`config.mk`:
```
export PLATFORM = sky130hd
export DESIGN_NAME = mem_access_unit
export DESIGN_NICKNAME = d
export VERILOG_FILES = /design/src/rtl/mem_access_unit.sv
export SDC_FILE = /design/constraint.sdc
export NUM_CORES = 1
export LEC_CHECK = 0
export ABC_AREA = 1
export CAP_MARGIN = 0
export CORE_UTILIZATION = 54
export CTS_BUF_LIST = sky130_fd_sc_hd__clkbuf_4 sky130_fd_sc_hd__clkbuf_8
export DETAILED_ROUTE_END_ITERATION = 6
export PLACE_DENSITY_LB_ADDON = 0.08
export SYNTH_ARGS = -nofsm -noshare
export SYNTH_HDL_FRONTEND = slang
export SYNTH_SLANG_ARGS = --single-unit
```
`constraint.sdc`:
```
create_clock -name clk -period 4.38 [get_ports clk]
set_input_delay 0.657 -clock clk [delete_from_list [all_inputs] [get_ports clk]]
set_output_delay 0.657 -clock clk [all_outputs]
set_load 0.05 [all_outputs]
```
`src/rtl/mem_access_unit.sv`:
```
// Load/store unit in front of a word-wide data RAM (combinational read, clocked write).
// Sub-word stores are done as read-modify-write; misaligned, out-of-range or illegal requests are rejected.
module mem_access_unit #(
    parameter int DEPTH    = 128,
    parameter int ADR_BITS = 32
) (
    input  logic                clk,
    input  logic                rst,
    input  logic                req_valid,
    output logic                req_ready,
    input  logic                req_we,
    input  logic [1:0]          req_size,
    input  logic                req_signed,
    input  logic [ADR_BITS-1:0] req_addr,
    input  logic [31:0]         req_wdata,
    output logic                resp_valid,
    output logic [31:0]         resp_rdata,
    output logic                resp_err,
    output logic                ram_wen,
    output logic [ADR_BITS-1:0] ram_adr,
    output logic [31:0]         ram_din,
    input  logic [31:0]         ram_dout
);

    typedef enum logic [1:0] {
        S_IDLE,
        S_ACCESS,
        S_WRITE,
        S_RESP
    } state_t;

    localparam logic [1:0] SZ_BYTE = 2'b00;
    localparam logic [1:0] SZ_HALF = 2'b01;
    localparam logic [1:0] SZ_WORD = 2'b10;
    localparam logic [1:0] SZ_ILL  = 2'b11;

    state_t r_state;
    state_t w_next_state;

    logic                r_we;
    logic [1:0]          r_size;
    logic                r_signed;
    logic [ADR_BITS-1:0] r_addr;
    logic [31:0]         r_wdata;
    logic [31:0]         r_merged;
    logic [31:0]         r_rdata;
    logic                r_err;

    logic                w_accept;
    logic                w_misaligned;
    logic                w_out_of_range;
    logic                w_req_err;
    logic [ADR_BITS-1:0] w_req_word;
    logic [ADR_BITS-1:0] w_word_idx;
    logic [7:0]          w_byte;
    logic [15:0]         w_half;
    logic [31:0]         w_load_data;
    logic [31:0]         w_merged;

    // Request checks operate on the live request fields so the verdict is ready at the accept edge.
    assign w_accept       = req_valid && (r_state == S_IDLE);
    assign w_req_word     = req_addr >> 2;
    assign w_out_of_range = (w_req_word >= ADR_BITS'(DEPTH));

    // NOTE: every signal written in an always_comb gets a default first, so no path can infer a latch.
    always_comb begin
        w_misaligned = 1'b0;
        case (req_size)
            SZ_HALF: w_misaligned = req_addr[0];
            SZ_WORD: w_misaligned = |req_addr[1:0];
            default: w_misaligned = 1'b0;
        endcase
    end

    assign w_req_err  = (req_size == SZ_ILL) || w_misaligned || w_out_of_range;
    assign w_word_idx = r_addr >> 2;

    // Little-endian lane extraction and extension of the load result.
    always_comb begin
        w_byte = ram_dout[7:0];
        case (r_addr[1:0])
            2'd1:    w_byte = ram_dout[15:8];
            2'd2:    w_byte = ram_dout[23:16];
            2'd3:    w_byte = ram_dout[31:24];
            default: w_byte = ram_dout[7:0];
        endcase
        w_half = r_addr[1] ? ram_dout[31:16] : ram_dout[15:0];

        w_load_data = ram_dout;
        case (r_size)
            SZ_BYTE: w_load_data = {{24{r_signed && w_byte[7]}}, w_byte};
            SZ_HALF: w_load_data = {{16{r_signed && w_half[15]}}, w_half};
            default: w_load_data = ram_dout;
        endcase
    end

    // Store merge: the current RAM word with only the addressed lane replaced.
    always_comb begin
        w_merged = ram_dout;
        case (r_size)
            SZ_BYTE: w_merged[{r_addr[1:0], 3'b000} +: 8]  = r_wdata[7:0];
            SZ_HALF: w_merged[{r_addr[1], 4'b0000} +: 16]  = r_wdata[15:0];
            default: w_merged = r_wdata;
        endcase
    end

    // NOTE: state is held in flops updated with non-blocking assignments; reset is synchronous.
    always_ff @(posedge clk) begin
        if (rst) begin
            r_state <= S_IDLE;
        end else begin
            r_state <= w_next_state;
        end
    end

    always_comb begin
        w_next_state = r_state;
        req_ready    = 1'b0;
        resp_valid   = 1'b0;
        ram_wen      = 1'b0;
        ram_adr      = '0;
        ram_din      = '0;
        case (r_state)
            S_IDLE: begin
                req_ready = !rst;
                if (req_valid) begin
                    w_next_state = w_req_err ? S_RESP : S_ACCESS;
                end
            end
            S_ACCESS: begin
                ram_adr      = w_word_idx;
                w_next_state = r_we ? S_WRITE : S_RESP;
            end
            S_WRITE: begin
                // Gated by rst so a reset edge can never commit a half-finished store.
                ram_wen      = !rst;
                ram_adr      = w_word_idx;
                ram_din      = r_merged;
                w_next_state = S_RESP;
            end
            S_RESP: begin
                resp_valid   = 1'b1;
                w_next_state = S_IDLE;
            end
            default: w_next_state = S_IDLE;
        endcase
    end

    always_ff @(posedge clk) begin
        if (rst) begin
            r_we     <= 1'b0;
            r_size   <= 2'b00;
            r_signed <= 1'b0;
            r_addr   <= '0;
            r_wdata  <= '0;
            r_merged <= '0;
            r_rdata  <= '0;
            r_err    <= 1'b0;
        end else begin
            if (w_accept) begin
                r_we     <= req_we;
                r_size   <= req_size;
                r_signed <= req_signed;
                r_addr   <= req_addr;
                r_wdata  <= req_wdata;
                if (w_req_err) begin
                    r_err   <= 1'b1;
                    r_rdata <= '0;
                end
            end
            // Response registers change only when this transaction's result is known.
            if (r_state == S_ACCESS) begin
                if (r_we) begin
                    r_merged <= w_merged;
                end else begin
                    r_rdata <= w_load_data;
                    r_err   <= 1'b0;
                end
            end
            if (r_state == S_WRITE) begin
                r_rdata <= '0;
                r_err   <= 1'b0;
            end
        end
    end

    assign resp_rdata = r_rdata;
    assign resp_err   = r_err;

endmodule

```
### Word-level counts from Yosys, hierarchy flattened

Index checks and enable logic that the tools add are counted.

| operators by class | value |
|---|---|
| $add $sub $neg | 2 |
| $lt $le $gt $ge | 1 |
| equal/unequal tests | 11 |
| shift operators | 4 |
| multiplexer cells | 24 |
| reductions and logical operators | 12 |

Operators with widths:

| cell | number |
|---|---|
| 2-to-1 mux 32 bit | 5 |
| one-hot mux 32 bit (2 select lines) | 2 |
| bitwise mux 32 bit | 2 |
| variable shift 16 x 7 -> 32 bit, first input constant | 1 |
| variable shift 8 x 7 -> 32 bit, first input constant | 1 |
| indexed part select 16 x 7 -> 32 bit | 1 |
| indexed part select 8 x 7 -> 32 bit | 1 |
| greater-or-equal comparator 30 x 8 -> 1 bit, second input constant | 1 |
| 2-to-1 mux 30 bit | 1 |
| one-hot mux 8 bit (3 select lines) | 1 |
| 2-to-1 mux 16 bit | 1 |
| negation 5 -> 7 bit | 2 |
| == test 2 bit, second input constant | 6 |
| == test 2 x 1 -> 1 bit, second input constant | 4 |
| 2-to-1 mux 1 bit | 8 |
| one-hot mux 2 bit (4 select lines) | 1 |
| OR reduction 2 bit | 3 |
| zero test 2 bit | 2 |
| 2-to-1 mux 2 bit | 2 |
| logical AND 1 bit | 3 |
| logical OR 1 bit | 2 |
| inequality test 2 bit, second input constant | 1 |
| one-hot mux 1 bit (2 select lines) | 1 |
| AND reduction 2 bit | 1 |
| zero test 1 bit | 1 |

| word-level totals | value |
|---|---|
| register bits after elaboration | 135 |
| output and inout port bits | 100 |

### Depth between registers and ports, before layout

Gate-level depths: netlist of the first run.

| logic depth | value |
|---|---|
| depth after elaboration | 8 |
| gate-level depth with buffers | 12 |
| mapped depth without buffers | 10 |

### Least setup slack after synthesis of the first run

No wires, ideal clock.

| timing | value |
|---|---|
| kind | input port to output port |
| from | input rst |
| to | output ram_wen |
| data arrival time | 1487 ps |
| data required time | 3723 ps |
| path slack | 2236 ps |
| stages on the path | 2 |
| path buffers | 1 |
| cells stage by stage | clkbuf_1 nor2_1 |

| between the ends | value |
|---|---|
| word-level cells in the longest chain between the ends | 2 |

RTL lines:

| element | RTL line | RTL |
|---|---|---|
| start: declaration | 8 | `input logic rst,` |
| zero test 1 bit | 136 | `ram_wen = !rst;` |
| 2-to-1 mux 1 bit | 123 | `case (r_state)` |
| end: declaration | 19 | `output logic ram_wen,` |

Every way passes these cells.

### Worst setup path after layout of the first run

| timing | value |
|---|---|
| from | register r_state[0] |
| to | output ram_adr[2] |

| between the ends | value |
|---|---|
| word-level cells in the longest chain between the ends | 3 |
| elaborated cells between the ends (all ways) | 4 |
| classes of those cells | eq/ne (2); mux (1); reduce/logical (1) |

RTL lines:

| element | RTL line | RTL |
|---|---|---|
| start: declaration | 37 | `state_t r_state;` |
| start signal: assignment | 112 | `r_state <= w_next_state;` |
| == test 2 x 1 -> 1 bit / == test 2 bit (equally long branches) | 123 |  |
| OR reduction 2 bit (no source line) * | - |  |
| 2-to-1 mux 30 bit * | 123 |  |
| end: declaration | 20 | `output logic [ADR_BITS-1:0] ram_adr,` |

Mark *: on every way between the ends. The rest lies on a longest branch, timed or not.

==> results.ini, run 1 <==
[clock_network]
cts_sinks=135
clk_latency_ns=0.45
path_clk_slew_ns=0.07
cts_root_buffer=clkbuf_8
post_cts_buffers=0
hold_buffers=0
cts_buffers=17
cts_max_level=4
cts_resized=0
cts_tree=done
cts_max_path_buffers=2

[layout]
seq_area_um2=2700
multiInputGateArea_um2=3800
fin_nets=1469
final_layout_size_suffix_gt1_share_pct=4.40
fill_cells=1192
diodes=0
syn2layout_area_growth_pct=31.0

[die]
die_y_um=119
core_area_um2=13300
start_util_pct=55.7
dieArea_um2=14300
dieWidth_um=119
core.rowCount=42
ios=203

[critical_path]
arrival_ns=2.91
crit_type=reg -> out
rr_startpoint=r_state[1]
required_ns=3.72
reg2reg_depth=7
rrSetupSlack_ns=1.61
cp-start-kind=flop
cp_max_fo=31
cp-end-kind=primary output
worstReg2RegEnd=r_merged[10]

[synth]
ys_warn_count=0
synthMostInstantiatedCell=nand2_1
yosysTopAreaCellShare_pct=36.3
avgSynthCellArea_um2=6.18
synth.area.top_cells=dfxtp_1 36%, nand2_1 13%, o21ai_0 10%
synthTopCellsByCount=264 x nand2_1, 201 x nor2_1, 156 x o21ai_0
seq_area_frac_synth_pct=36.3
ys_seq_elements=135
synth_cells=1204
synth_area_um2=7440
ys.flop_type=dfxtp_1
synth_edf_count=0
synth_top_area_cell=dfxtp_1
synth_cell_type_count=31
async_flop_share_pct=0

[power]
power_density_nw_per_um2=546
p_leak_uw=0.00432
peakVddDrop_mv=0.324

[timing]
min_period_ns=3.56
hold_viol=0
worst_slew_pin_slew_ns=1.10
setup_viol=0
holdWs_ns=0.454
rsz0062_at_grt=no
report.final.slew_viol_count=0
setup_slack_ns=0.817
fin_crit_sh_pct=81.4
finClkSkew_ns=0.00924
fmax_mhz=281
maxSlewHeadroom_pct=26.7
setup-tns-final_ns=0

[placed_design]
dp_hpwl_um=16000
gp_congestion=0.965
pre_cts_slack_ns=1.26
port-buffer-count=200

[detailed_routing]
first_iter_violations=799
via_per_inst=5.32
routed_wl_um=22500
detail_route.wl_per_cell_um=14.6
vias=8194
drc=0
drtAntennaViolNets=0
first_pass_iters=5

[outcome]
status=finished clean

[global_routing]
grt_pass1_vias=7078
overflow=0
antenna_found_initial=0
grt_usage_pct=31.5
grt_max_degree=67
grt_pass1_wl_um=35600

[min_path]
min_path_type=reg -> reg
holdPathEnd=resp_err
hp-start=resp_err
whs_path_depth=2

[flow_run]
max-cap-violations=0

[worst max path at each step]
stage | start | endpoint | depth (start not counted) | slack [ns]
floorplan | rst | ram_wen | 2 | 2.24
global placement | r_state[0] | ram_adr[4] | 5 | 1.38
detailed placement | r_state[0] | ram_adr[2] | 5 | 1.26
CTS | r_state[0] | ram_adr[2] | 5 | 0.77
global route | r_state[0] | ram_adr[21] | 5 | 0.55
finish | r_state[0] | ram_adr[2] | 5 | 0.82
[per-stage QoR]
step           area [µm²]  utilization (%)  power [µW]  instances
2_1_floorplan        7440                -        3600       1205
3_3_place_gp         9380             70.3        4280       1510
6_report             9750             73.1        5320       1541
4_1_cts              9750             73.1        5300       1541
3_5_place_dp         9380             70.3        4330       1510
5_1_grt              9750             73.1        5680       1541
[per-layer routing]
layer | part of all wire [%] | routed length [µm] | global-route usage, %
met2 | 45 | 10200 | 49.5
met4 | 3.5 | 791 | 13.7
met5 | 0 | 0 | 0
met1 | 43 | 9590 | 41.7
met3 | 8.6 | 1920 | 6.66
[power by group]
group / total [µW] / internal, µW / switching [µW]
sequential: 1680 / 1500 / 185
clock: 985 / 505 / 480
combinational: 2650 / 805 / 1850
[final cells by class]
| cell class | count | area share [%] |
|---|---|---|
| clock inverter | 9 | 0.770 |
| sequential | 135 | 27.7 |
| timing repair buffer | 209 | 21.2 |
| clock buffer | 22 | 3.04 |
| tap | 176 | 2.26 |
| multi-input combinational | 835 | 39.0 |
| inverter | 155 | 6.02 |
[cells by family (layout without fill, tap and decap cells)]
logic type	count (synthesis)	in the layout	share of synthesized area, %
and+or+nand+nor	506	506	26.6
other	1	2	0.0504
buffers and inverters	235	395	12.8
adders and majority gates	13	13	2.19
AOI/OAI and AO/OA	314	314	22.1
DFF	135	135	36.3
[registers in the layout (all words and copies together), names as in the netlist]
register / flops
resp_err: 1
r_signed: 1
resp_rdata: 32
r_addr: 32
r_state: 2
r_we: 1
r_merged: 32
r_wdata: 32
r_size: 2
[critical path, cell delays in order, from the launching register on]
cell	delay [ns]
dfxtp_1	0.40
inv_1	0.10
ha_1	0.91
nand2_1	0.15
inv_1	0.09
clkdlybuf4s50_1	0.80
[placed cells by master, fill, tap and decap left out, drive strengths merged]
cell type      count
nand4              1
conb               2
nor2             202
nor3               3
nand3             32
inv              154
bufinv             1
clkbuf            22
a31oi              2
o211ai             5
clkdlybuf4s50    200
a21oi            131
clkinv             7
nand2            268
dfxtp            135
a41oi              8
o22ai              8
buf                9
clkinvlp           2
o21ai            160
ha                13
Note: power is estimated with default switching activity, not from simulation.
==> inputs of run 2 (changes only) <==
--- a/config.mk
+++ b/config.mk
@@ -7,7 +7,7 @@
 export LEC_CHECK = 0
 export ABC_AREA = 1
 export CAP_MARGIN = 0
-export CORE_UTILIZATION = 54
+export CORE_UTILIZATION = 50
 export CTS_BUF_LIST = sky130_fd_sc_hd__clkbuf_4 sky130_fd_sc_hd__clkbuf_8
 export DETAILED_ROUTE_END_ITERATION = 6
 export PLACE_DENSITY_LB_ADDON = 0.08
==> constraint.sdc (replaced) <==
create_clock -name clk -period 3.5 [get_ports clk]
set_input_delay 0.525 -clock clk [delete_from_list [all_inputs] [get_ports clk]]
set_output_delay 0.525 -clock clk [all_outputs]
set_load 0.05 [all_outputs]
==> results.ini, run 2 (synthesized netlist as in run 1, its figures left out) <==
[critical_path]
required_ns=2.97
crit_type=reg -> out
arrival_ns=2.54
cp_max_fo=31
worstReg2RegEnd=r_merged[28]
rrSetupSlack_ns=0.93
rr_startpoint=r_addr[0]
cp-start-kind=flop
cp-end-kind=primary output
reg2reg_depth=7

[clock_network]
cts_max_path_buffers=2
post_cts_buffers=0
cts_tree=done
cts_resized=0
cts_sinks=135
cts_buffers=17
cts_max_level=4
hold_buffers=0
cts_root_buffer=clkbuf_8
path_clk_slew_ns=0.08
clk_latency_ns=0.46

[global_routing]
grt_pass1_wl_um=36100
grt_usage_pct=30.8
grt_pass1_vias=7014
antenna_found_initial=0
overflow=0
grt_max_degree=68

[timing]
holdWs_ns=0.480
rsz0062_at_grt=no
fmax_mhz=326
fin_crit_sh_pct=87.6
maxSlewHeadroom_pct=33.5
min_period_ns=3.07
report.final.slew_viol_count=0
finClkSkew_ns=0.0105
setup_viol=0
hold_viol=0
setup-tns-final_ns=0
worst_slew_pin_slew_ns=0.996

[detailed_routing]
routed_wl_um=23200
detail_route.wl_per_cell_um=14.9
drc=1
first_iter_violations=1022
vias=8189
first_pass_iters=7
drtAntennaViolNets=0
via_per_inst=5.27

[placed_design]
dp_hpwl_um=16200
port-buffer-count=200
gp_congestion=0.914

[die]
ios=203
dieArea_um2=15400
die_y_um=124
core.rowCount=44
start_util_pct=51.2
core_area_um2=14500
dieWidth_um=124

[outcome]
status=finished, violations left
violations=DRC

[layout]
fin_nets=1473
syn2layout_area_growth_pct=32.5
diodes=0
fill_cells=1396
final_common_cell=nand2_1
layout_common_cells=263 x nand2_1, 200 x nor2_1, 200 x clkdlybuf4s50_1
final_layout_size_suffix_gt1_share_pct=4.74

[power]
design_power_total_uw=6870
peakVddDrop_mv=0.420
power_density_nw_per_um2=697
p_leak_uw=0.00437

[min_path]
whs_path_depth=2
holdPathEnd=r_wdata[15]
hp-start=r_wdata[15]
min_path_type=reg -> reg

[flow_run]
max-cap-violations=0

-- run 2: cell count changes in the layout (fill, tap and decap cells not counted) --
| cell | before | now |
|---|---|---|
| buf_4 | 9 | 12 |
| clkbuf_8 | 21 | 20 |
| inv_6 | 0 | 1 |
| clkinv_4 | 0 | 2 |
| clkinv_2 | 6 | 3 |
| buf_12 | 0 | 1 |
| bufinv_16 | 1 | 3 |
-- run 2: power breakdown --
group / internal (µW) / total (µW) / switching (µW)
Clock: 770 / 1410 / 638
Sequential: 1880 / 2110 / 235
Combinational: 1020 / 3350 / 2330
Total: 3670 / 6870 / 3200
-- run 2: critical path, stage by stage (launching register included) --
cell and delay (ns):
dfxtp_1 0.38, inv_1 0.12, ha_1 0.30, buf_4 0.30
nand2_1 0.11, inv_1 0.06, clkdlybuf4s50_1 0.79
-- run 2: through the flow --
stage	utilization (%)	instance area, µm²	setup slack (ns)	instances
5_1_grt	67.8	9860	0.336	1554
6_report	67.8	9860	0.434	1554
4_1_cts	67.8	9860	0.415	1554
3_3_place_gp	64.9	9430	0.921	1522
3_5_place_dp	64.9	9430	0.892	1522
2_1_floorplan	-	7440	1.53	1205
-- run 2: area by class of cell --
class | count | area, µm² | share of cell area, %
Inverter | 155 | 587 | 5.95
Tap cell | 184 | 230 | 2.33
Clock inverter | 11 | 146 | 1.48
Timing Repair Buffer | 213 | 2110 | 21.4
Sequential cell | 135 | 2700 | 27.4
Multi-Input combinational cell | 835 | 3800 | 38.5
Clock buffer | 21 | 283 | 2.87
-- run 2: per-layer routing --
metal | vias to the layer above | track usage, % | share of wire, %
met5 | - | 0 | 0
met4 | 0 | 11.8 | 2.3
met3 | 43 | 6.64 | 9.6
met2 | 394 | 47.4 | 45
met1 | 3653 | 42.0 | 43
li1 | 4099 | - | -
-- run 2: worst max-delay path by stage --
stage / start / endpoint / slack (ns) / cells after the start
3_5_place_dp: rst / req_ready / 0.89 / 3
3_3_place_gp: rst / req_ready / 0.92 / 3
6_report: r_state[1] / ram_adr[7] / 0.43 / 6
5_1_grt: r_state[0] / ram_adr[10] / 0.34 / 6
2_1_floorplan: r_state[0] / ram_wen / 1.53 / 5
4_1_cts: r_state[0] / ram_adr[7] / 0.41 / 6
